File: src/rtl/conv_pkg.sv
// Shared constants for the 3x3 convolution window path: tap indices, widths, counter sizing.
// No logic; latency n/a.
// Backpressure n/a.
package conv_pkg;

    localparam int NTAPS  = 9;
    localparam int TAP_TL = 0;
    localparam int TAP_TC = 1;
    localparam int TAP_TR = 2;
    localparam int TAP_ML = 3;
    localparam int TAP_MC = 4;
    localparam int TAP_MR = 5;
    localparam int TAP_BL = 6;
    localparam int TAP_BC = 7;
    localparam int TAP_BR = 8;

    localparam int PIX_W    = 16;
    localparam int SUM_GROW = 4;
    localparam int SUM_W    = PIX_W + SUM_GROW;

    function automatic int clog2(input int v);
        int r;
        int x;
        r = 0;
        x = v - 1;
        while (x > 0) begin
            r++;
            x = x >> 1;
        end
        return (r < 1) ? 1 : r;
    endfunction

endpackage

File: src/rtl/line_buf_ram.sv
// One image line of pixels, addressed by column; async read, write on clock edge.
// Latency: read is combinational, write lands next edge (read-before-write at the same address).
// Backpressure: none; writes only when the owner asserts iWE.
module line_buf_ram
    import conv_pkg::*;
#(
    parameter int N = 16,
    parameter int W = 8
) (
    input  logic                  iCLK,
    input  logic                  iWE,
    input  logic [clog2(W)-1:0]   iADDR,
    input  logic [N-1:0]          iWDATA,
    output logic [N-1:0]          oRDATA
);

    logic [N-1:0] mem_q [W];

    assign oRDATA = mem_q[iADDR];

    always_ff @(posedge iCLK) begin
        if (iWE) begin
            mem_q[iADDR] <= iWDATA;
        end
    end

endmodule

File: src/rtl/conv_window_reader.sv
// Raster pixel stream in, 3x3 window out via two line buffers; optional tap sum under WIN_SUM_EN.
// Latency: 1 cycle from the accept of pixel (r>=2, c>=2) to its window.
// Backpressure: oREADY = !oVALID || iREADY; a stalled window freezes all state.
module conv_window_reader
    import conv_pkg::*;
#(
    parameter int N = PIX_W,
    parameter int W = 8,
    parameter int H = 8
) (
    input  logic             iCLK,
    input  logic             iRST,
    input  logic             iVALID,
    input  logic [N-1:0]     idata,
    output logic             oREADY,
    output logic             oVALID,
    input  logic             iREADY,
    output logic [9*N-1:0]   owin,
    output logic             oEOF
`ifdef WIN_SUM_EN
    ,
    output logic [N+SUM_GROW-1:0] osum
`endif
);

    localparam int CW = clog2(W);
    localparam int RW = clog2(H);

    logic [CW-1:0] col_q, col_d;
    logic [RW-1:0] row_q, row_d;
    logic [N-1:0]  win_q [NTAPS];
    logic [N-1:0]  win_d [NTAPS];
    logic          vld_q, vld_d;
    logic          eof_q, eof_d;

    logic          accept;
    logic          qualify;
    logic          last_pix;
    logic [N-1:0]  lb0_rd;
    logic [N-1:0]  lb1_rd;

    assign oREADY   = !vld_q || iREADY;
    assign accept   = iVALID && oREADY;
    assign qualify  = (row_q >= RW'(2)) && (col_q >= CW'(2));
    assign last_pix = (row_q == RW'(H - 1)) && (col_q == CW'(W - 1));

    // LB0 inherits LB1's old pixel while LB1 takes the new one: both shift down a line.
    line_buf_ram #(.N(N), .W(W)) u_lb0 (
        .iCLK   (iCLK),
        .iWE    (accept),
        .iADDR  (col_q),
        .iWDATA (lb1_rd),
        .oRDATA (lb0_rd)
    );

    line_buf_ram #(.N(N), .W(W)) u_lb1 (
        .iCLK   (iCLK),
        .iWE    (accept),
        .iADDR  (col_q),
        .iWDATA (idata),
        .oRDATA (lb1_rd)
    );

    always_comb begin
        col_d = col_q;
        row_d = row_q;
        win_d = win_q;
        vld_d = vld_q;
        eof_d = eof_q;
        if (accept) begin
            if (col_q == CW'(W - 1)) begin
                col_d = '0;
                row_d = (row_q == RW'(H - 1)) ? '0 : row_q + RW'(1);
            end else begin
                col_d = col_q + CW'(1);
            end
            win_d[TAP_TL] = win_q[TAP_TC];
            win_d[TAP_TC] = win_q[TAP_TR];
            win_d[TAP_TR] = lb0_rd;
            win_d[TAP_ML] = win_q[TAP_MC];
            win_d[TAP_MC] = win_q[TAP_MR];
            win_d[TAP_MR] = lb1_rd;
            win_d[TAP_BL] = win_q[TAP_BC];
            win_d[TAP_BC] = win_q[TAP_BR];
            win_d[TAP_BR] = idata;
            vld_d = qualify;
            eof_d = qualify && last_pix;
        end else if (iREADY) begin
            vld_d = 1'b0;
            eof_d = 1'b0;
        end
    end

    always_ff @(posedge iCLK) begin
        if (iRST) begin
            col_q <= '0;
            row_q <= '0;
            win_q <= '{default: '0};
            vld_q <= 1'b0;
            eof_q <= 1'b0;
        end else begin
            col_q <= col_d;
            row_q <= row_d;
            win_q <= win_d;
            vld_q <= vld_d;
            eof_q <= eof_d;
        end
    end

    assign owin   = {win_q[TAP_BR], win_q[TAP_BC], win_q[TAP_BL],
                     win_q[TAP_MR], win_q[TAP_MC], win_q[TAP_ML],
                     win_q[TAP_TR], win_q[TAP_TC], win_q[TAP_TL]};
    assign oVALID = vld_q;
    assign oEOF   = eof_q;

`ifdef WIN_SUM_EN
    localparam int SW = N + SUM_GROW;

    logic [SW-1:0] sum_q, sum_d;

    // Summed from the next-window taps so the sum registers alongside owin.
    always_comb begin
        sum_d = sum_q;
        if (accept) begin
            sum_d = SW'(win_d[TAP_TL]) + SW'(win_d[TAP_TC]) + SW'(win_d[TAP_TR])
                  + SW'(win_d[TAP_ML]) + SW'(win_d[TAP_MC]) + SW'(win_d[TAP_MR])
                  + SW'(win_d[TAP_BL]) + SW'(win_d[TAP_BC]) + SW'(win_d[TAP_BR]);
        end
    end

    always_ff @(posedge iCLK) begin
        if (iRST) begin
            sum_q <= '0;
        end else begin
            sum_q <= sum_d;
        end
    end

    assign osum = sum_q;
`endif

endmodule

File: config.mk
export PLATFORM = sky130hd
export DESIGN_NAME = conv_window_reader
export DESIGN_NICKNAME = d
export VERILOG_FILES = /design/src/rtl/conv_pkg.sv /design/src/rtl/line_buf_ram.sv /design/src/rtl/conv_window_reader.sv
export SDC_FILE = /design/constraint.sdc
export NUM_CORES = 1
export LEC_CHECK = 0
export ABC_AREA = 1
export CORE_ASPECT_RATIO = 0.9
export CORE_MARGIN = 1
export CORE_UTILIZATION = 40
export CTS_CLUSTER_DIAMETER = 30
export DETAILED_ROUTE_END_ITERATION = 8
export MAX_ROUTING_LAYER = met4
export PLACE_DENSITY = 0.63
export SKIP_CTS_REPAIR_TIMING = 1
export SYNTH_ARGS = -nofsm -noshare
export SYNTH_HDL_FRONTEND = slang
export SYNTH_HIERARCHICAL = 1
export SYNTH_SLANG_ARGS = --single-unit
File: constraint.sdc
create_clock -name iCLK -period 2.5 [get_ports iCLK]
set_input_delay 0.25 -clock iCLK [delete_from_list [all_inputs] [get_ports iCLK]]
set_output_delay 0.25 -clock iCLK [all_outputs]
set_load 0.005 [all_outputs]
* Word-level counts from Yosys, hierarchy flattened *
Memories as Yosys holds them, arrays and structs flattened. A register that Yosys moved wholly into a read port is not among the register bits.
Cells that the tools add are included.
Widths: inputs -> output; s select.

operators by class
  add/sub/neg operators = 2
  $lt $le $gt $ge = 2
  equality and inequality tests = 2
  multiplexer cells = 9
  reductions and logical operators = 8

operators by type and width
  operator             number
  $mux 3               4
  $add 3x1->3 const B  2
  $eq 3x3->1 const B   2
  $ge 3x2->1 const B   2
  $mux 1               5
  $logic_and 1x1->1    4
  $reduce_and 2->1     1
  $reduce_bool 2->1    1
  $logic_not 1->1      1
  $logic_or 1x1->1     1

word-level totals
  bits in registers = 136
  memory bits (writable) = 256
  input port bits = 20
  output and inout bits = 147
  memories kept = 2

memory list
  memory       depth  width  rd ports  clocked after Yosys merged registers in  write ports  RTL line            source
  u_lb0.mem_q  8      16     1         1                                        1            line_buf_ram.sv:17  logic [N-1:0] mem_q [W];
  u_lb1.mem_q  8      16     1         1                                        1            line_buf_ram.sv:17

* Logic depth before layout (Yosys ltp) *
  depth in word-level cells = 5
  depth in mapped cells = 11
  depth with buffers taken out = 9

* Hierarchy *
The synthesis kept the hierarchy.

by module, submodules not included
  module              instances  cells each  area an instance (um2)  seq. area each (um2)
  line_buf_ram        2          532         5441.5                  3843.7
  conv_window_reader  1          677         5310.1                  3042.9

* Worst setup path after synthesis *
Ideal clock, no wire load.

  path type = reg2reg
  start point = reg col_q[0]
  end point = mem u_lb0.mem_q[1][0] (enable)
  arrival time = 2.092 ns
  data required time = 2.091 ns
  slack = -0.001 ns
  stages on the path, launching flop included = 5
  buffers on the path = 2
  clock period less this slack = 2.501 ns
  cells stage by stage = dfxtp_1 > buf_2 > buf_2 > nand2_1 > nor3_1

RTL lines
  element                 RTL line                   source
  start, declared         conv_window_reader.sv:29   logic [CW-1:0] col_q, col_d;
  start signal, assigned  conv_window_reader.sv:102  col_q <= col_d;
  end, declared           line_buf_ram.sv:17

Straight into the memory's write port.

==> results.md <==
- Final critical-path share of the clock period: 81.04%
- Post-layout minimum cycle time: 2026 ps
- Peak Freq: 493.6 MHz
- Clk_lat worst skew: 580 ps
- Synth cell types: 21
- Worst setup EP type: flop
- Post-DRT Antenna Nets: 0
- Drc violations: 0
- Root Buffer: clkbuf_16
- Hold slack: 344.0 ps
- Slew Limit Fails: 0
- Inst Count DP: 2,407
- Crit path launch type: flop
- GRT Residual Overflow: 0
- Post-Route Setup TNS: 0 ps
- CP arrival: 2540 ps
- Dpl cell area: 18,640 um^2
- Antenna diode count: 0
- Area Growth Syn to Fin: 30.74%
- Max-cap violations: 0
- Die Area: 41,290 um^2
- Routed WL: 39,510 um
- Proportion of synthesized chip area in sequential cells: 66.26%
- Final non-filler cell total: 2,547
- Die height: 192.9 um
- P_leak: 9.051 nW
- Nets: 1,978
- HPWL Detailed: 25,360 um
- Largest cells by area after synthesis: edfxtp_1 47%, dfxtp_1 19%, nand2_1 12%
- CTS tree: yes
- Post-synth EDFFs: 256
- Worst Path Required: 3020 ps
- Status: finished clean
- Finished Cell Area: 21,170 um^2
- Flops & latches, synth: 408
- Hold Crit Class: in -> reg
- Vias: 12,050
- Area share of the largest cell type after synthesis: 47.47%
- Die width: 214.1 um
- Clock tree sinks: 408
- First-pass GRT wire length: 62,740 um
- Post-Synthesis Cells: 1,741
- DR iter-0 viols: 1,010
- CTS Buffer Depth: 3
- Final setup fails: 0
- Post-synth net total: 1,766
- Reg2Reg Setup Slack: 470 ps
- Vias/cell: 4.731
- Max transition margin: 60.96%
- Asr flop ratio synth: 0%
- RSZ-0062 raised after global routing: no
- Tot Pwr: 19.44 mW
- WS Path Type: reg -> reg
- Worst Tran Pin Value: 584.8 ps
- Clock Skew: 22.55 ps
- Port bufs: 166
- GRT Util Overall: 19.91%
- Mapped Area: 16,190 um^2
- Worst r2r path cells: 8
- # IOs: 167
- Drt pass-1 iters: 5
- # rows: 69
- PwrDens: 918.5 nW/um^2
- Fin. Hold Viols: 0
- Cell taking the most area after synthesis: edfxtp_1
- Syn. warnings: 6
- Mapped Avg Cell Area: 9.301 um^2
- CTS clk-pin slew, worst paths: 50 ps
- Ys flop type: edfxtp_1
- Hold path depth: 2
- Largest net degree at the start of global routing: 97
- Share of cells above drive strength 1: 10.07%
- Initial antenna violation count: 0
- Final GP Congestion: 0.8213
- Most frequent cell after synthesis: nand2_1
- Commonest cells post-synth: 536 x nand2_1, 309 x nor2_1, 256 x edfxtp_1
- Total CTS buffers: 76
- Vias in the first global route: 11,916
- Worst-case vdd ir drop: 0.6649 mV
- Max Fanout on Critical Path: 15
- Post-DR wirelength/cell: 15.51 um
- Starting Density: 40.78%
- Core box area: 39,710 um^2
- H-tree depth: 3
## routing by layer
layer / vias to the layer above / global-route usage [%] / share of wire (%)
met5: - / - / 0
met4: 0 / 6.319 / 2.1
met3: 74 / 4.318 / 5.6
met2: 316 / 33.84 / 50
met1: 5676 / 23.70 / 43
li1: 5984 / - / -
## final timing paths
kind / startpoint / endpoint
worst max-delay path: col_q[2] / owin[95]
worst min-delay path: iRST / oEOF
worst max register to register: col_q[2] / owin[95]
worst min register to register: owin[1] / owin[1]
## placed cells by master, fill, tap and decap left out
master / count
a21oi_1: 6
a21oi_4: 1
buf_12: 8
buf_4: 48
bufinv_16: 7
clkbuf_1: 13
clkbuf_16: 78
clkbuf_8: 4
clkdlybuf4s50_1: 166
clkinv_1: 4
clkinv_2: 14
clkinv_4: 5
clkinvlp_4: 7
dfxtp_1: 150
dfxtp_2: 1
dfxtp_4: 1
edfxtp_1: 256
ha_1: 5
inv_1: 155
inv_16: 1
inv_2: 12
inv_6: 8
nand2_1: 536
nand2_4: 1
nand3_1: 62
nand4_1: 1
nor2_1: 309
nor2_4: 2
nor3_2: 4
o21ai_0: 149
or2_2: 1
## final cells by class
class / instances / area [um^2]
Sequential cell: 408 / 10740
Timing Repair Buffer: 222 / 2182
Inverter: 168 / 631.9
Tap cell: 532 / 665.6
Clock inverter: 45 / 476.7
Clock buffer: 95 / 2056
Fill cell: 3536 / 18540
Multi-Input combinational cell: 1077 / 4423
## per-stage QoR
stage | util, % | setup WS (ps)
4_1_cts | 53.31 | 480.8
3_5_place_dp | 46.93 | 243.6
5_1_grt | 53.31 | 273.1
3_3_place_gp | 46.93 | 224.5
6_report | 53.31 | 474.0
2_1_floorplan | - | 72.49
## worst max-delay path, cell delays in order, from the launching register on
cell	delay, ps
dfxtp_1	600
nand2_1	220
inv_2	270
nand3_1	110
nand2_1	80
inv_1	40
nand2_1	360
o21ai_0	170
nor2_1	110
## flip-flops by register name (all words and copies together) (netlist names)
| name | count |
|---|---|
| u_lb0/mem_q | 128 |
| row_q | 3 |
| u_lb1/mem_q | 128 |
| oVALID | 1 |
| col_q | 3 |
| oEOF | 1 |
| owin | 144 |
## cells by family after synthesis
family / share of synthesized area (%)
buffers and inverters: 6.591
and+or+nand+nor: 21.91
AOI/OAI and AO/OA: 4.845
adders and majority gates: 0.3863
DFF: 66.26
## power breakdown
| group | switching [mW] | leakage (nW) | internal (mW) |
|---|---|---|---|
| Combinational | 1.07 | 4.23 | 0.673 |
| Sequential | 0.167 | 3.59 | 7.57 |
| Clock | 3.38 | 1.23 | 6.58 |
Power figures use the tool's default switching activity.
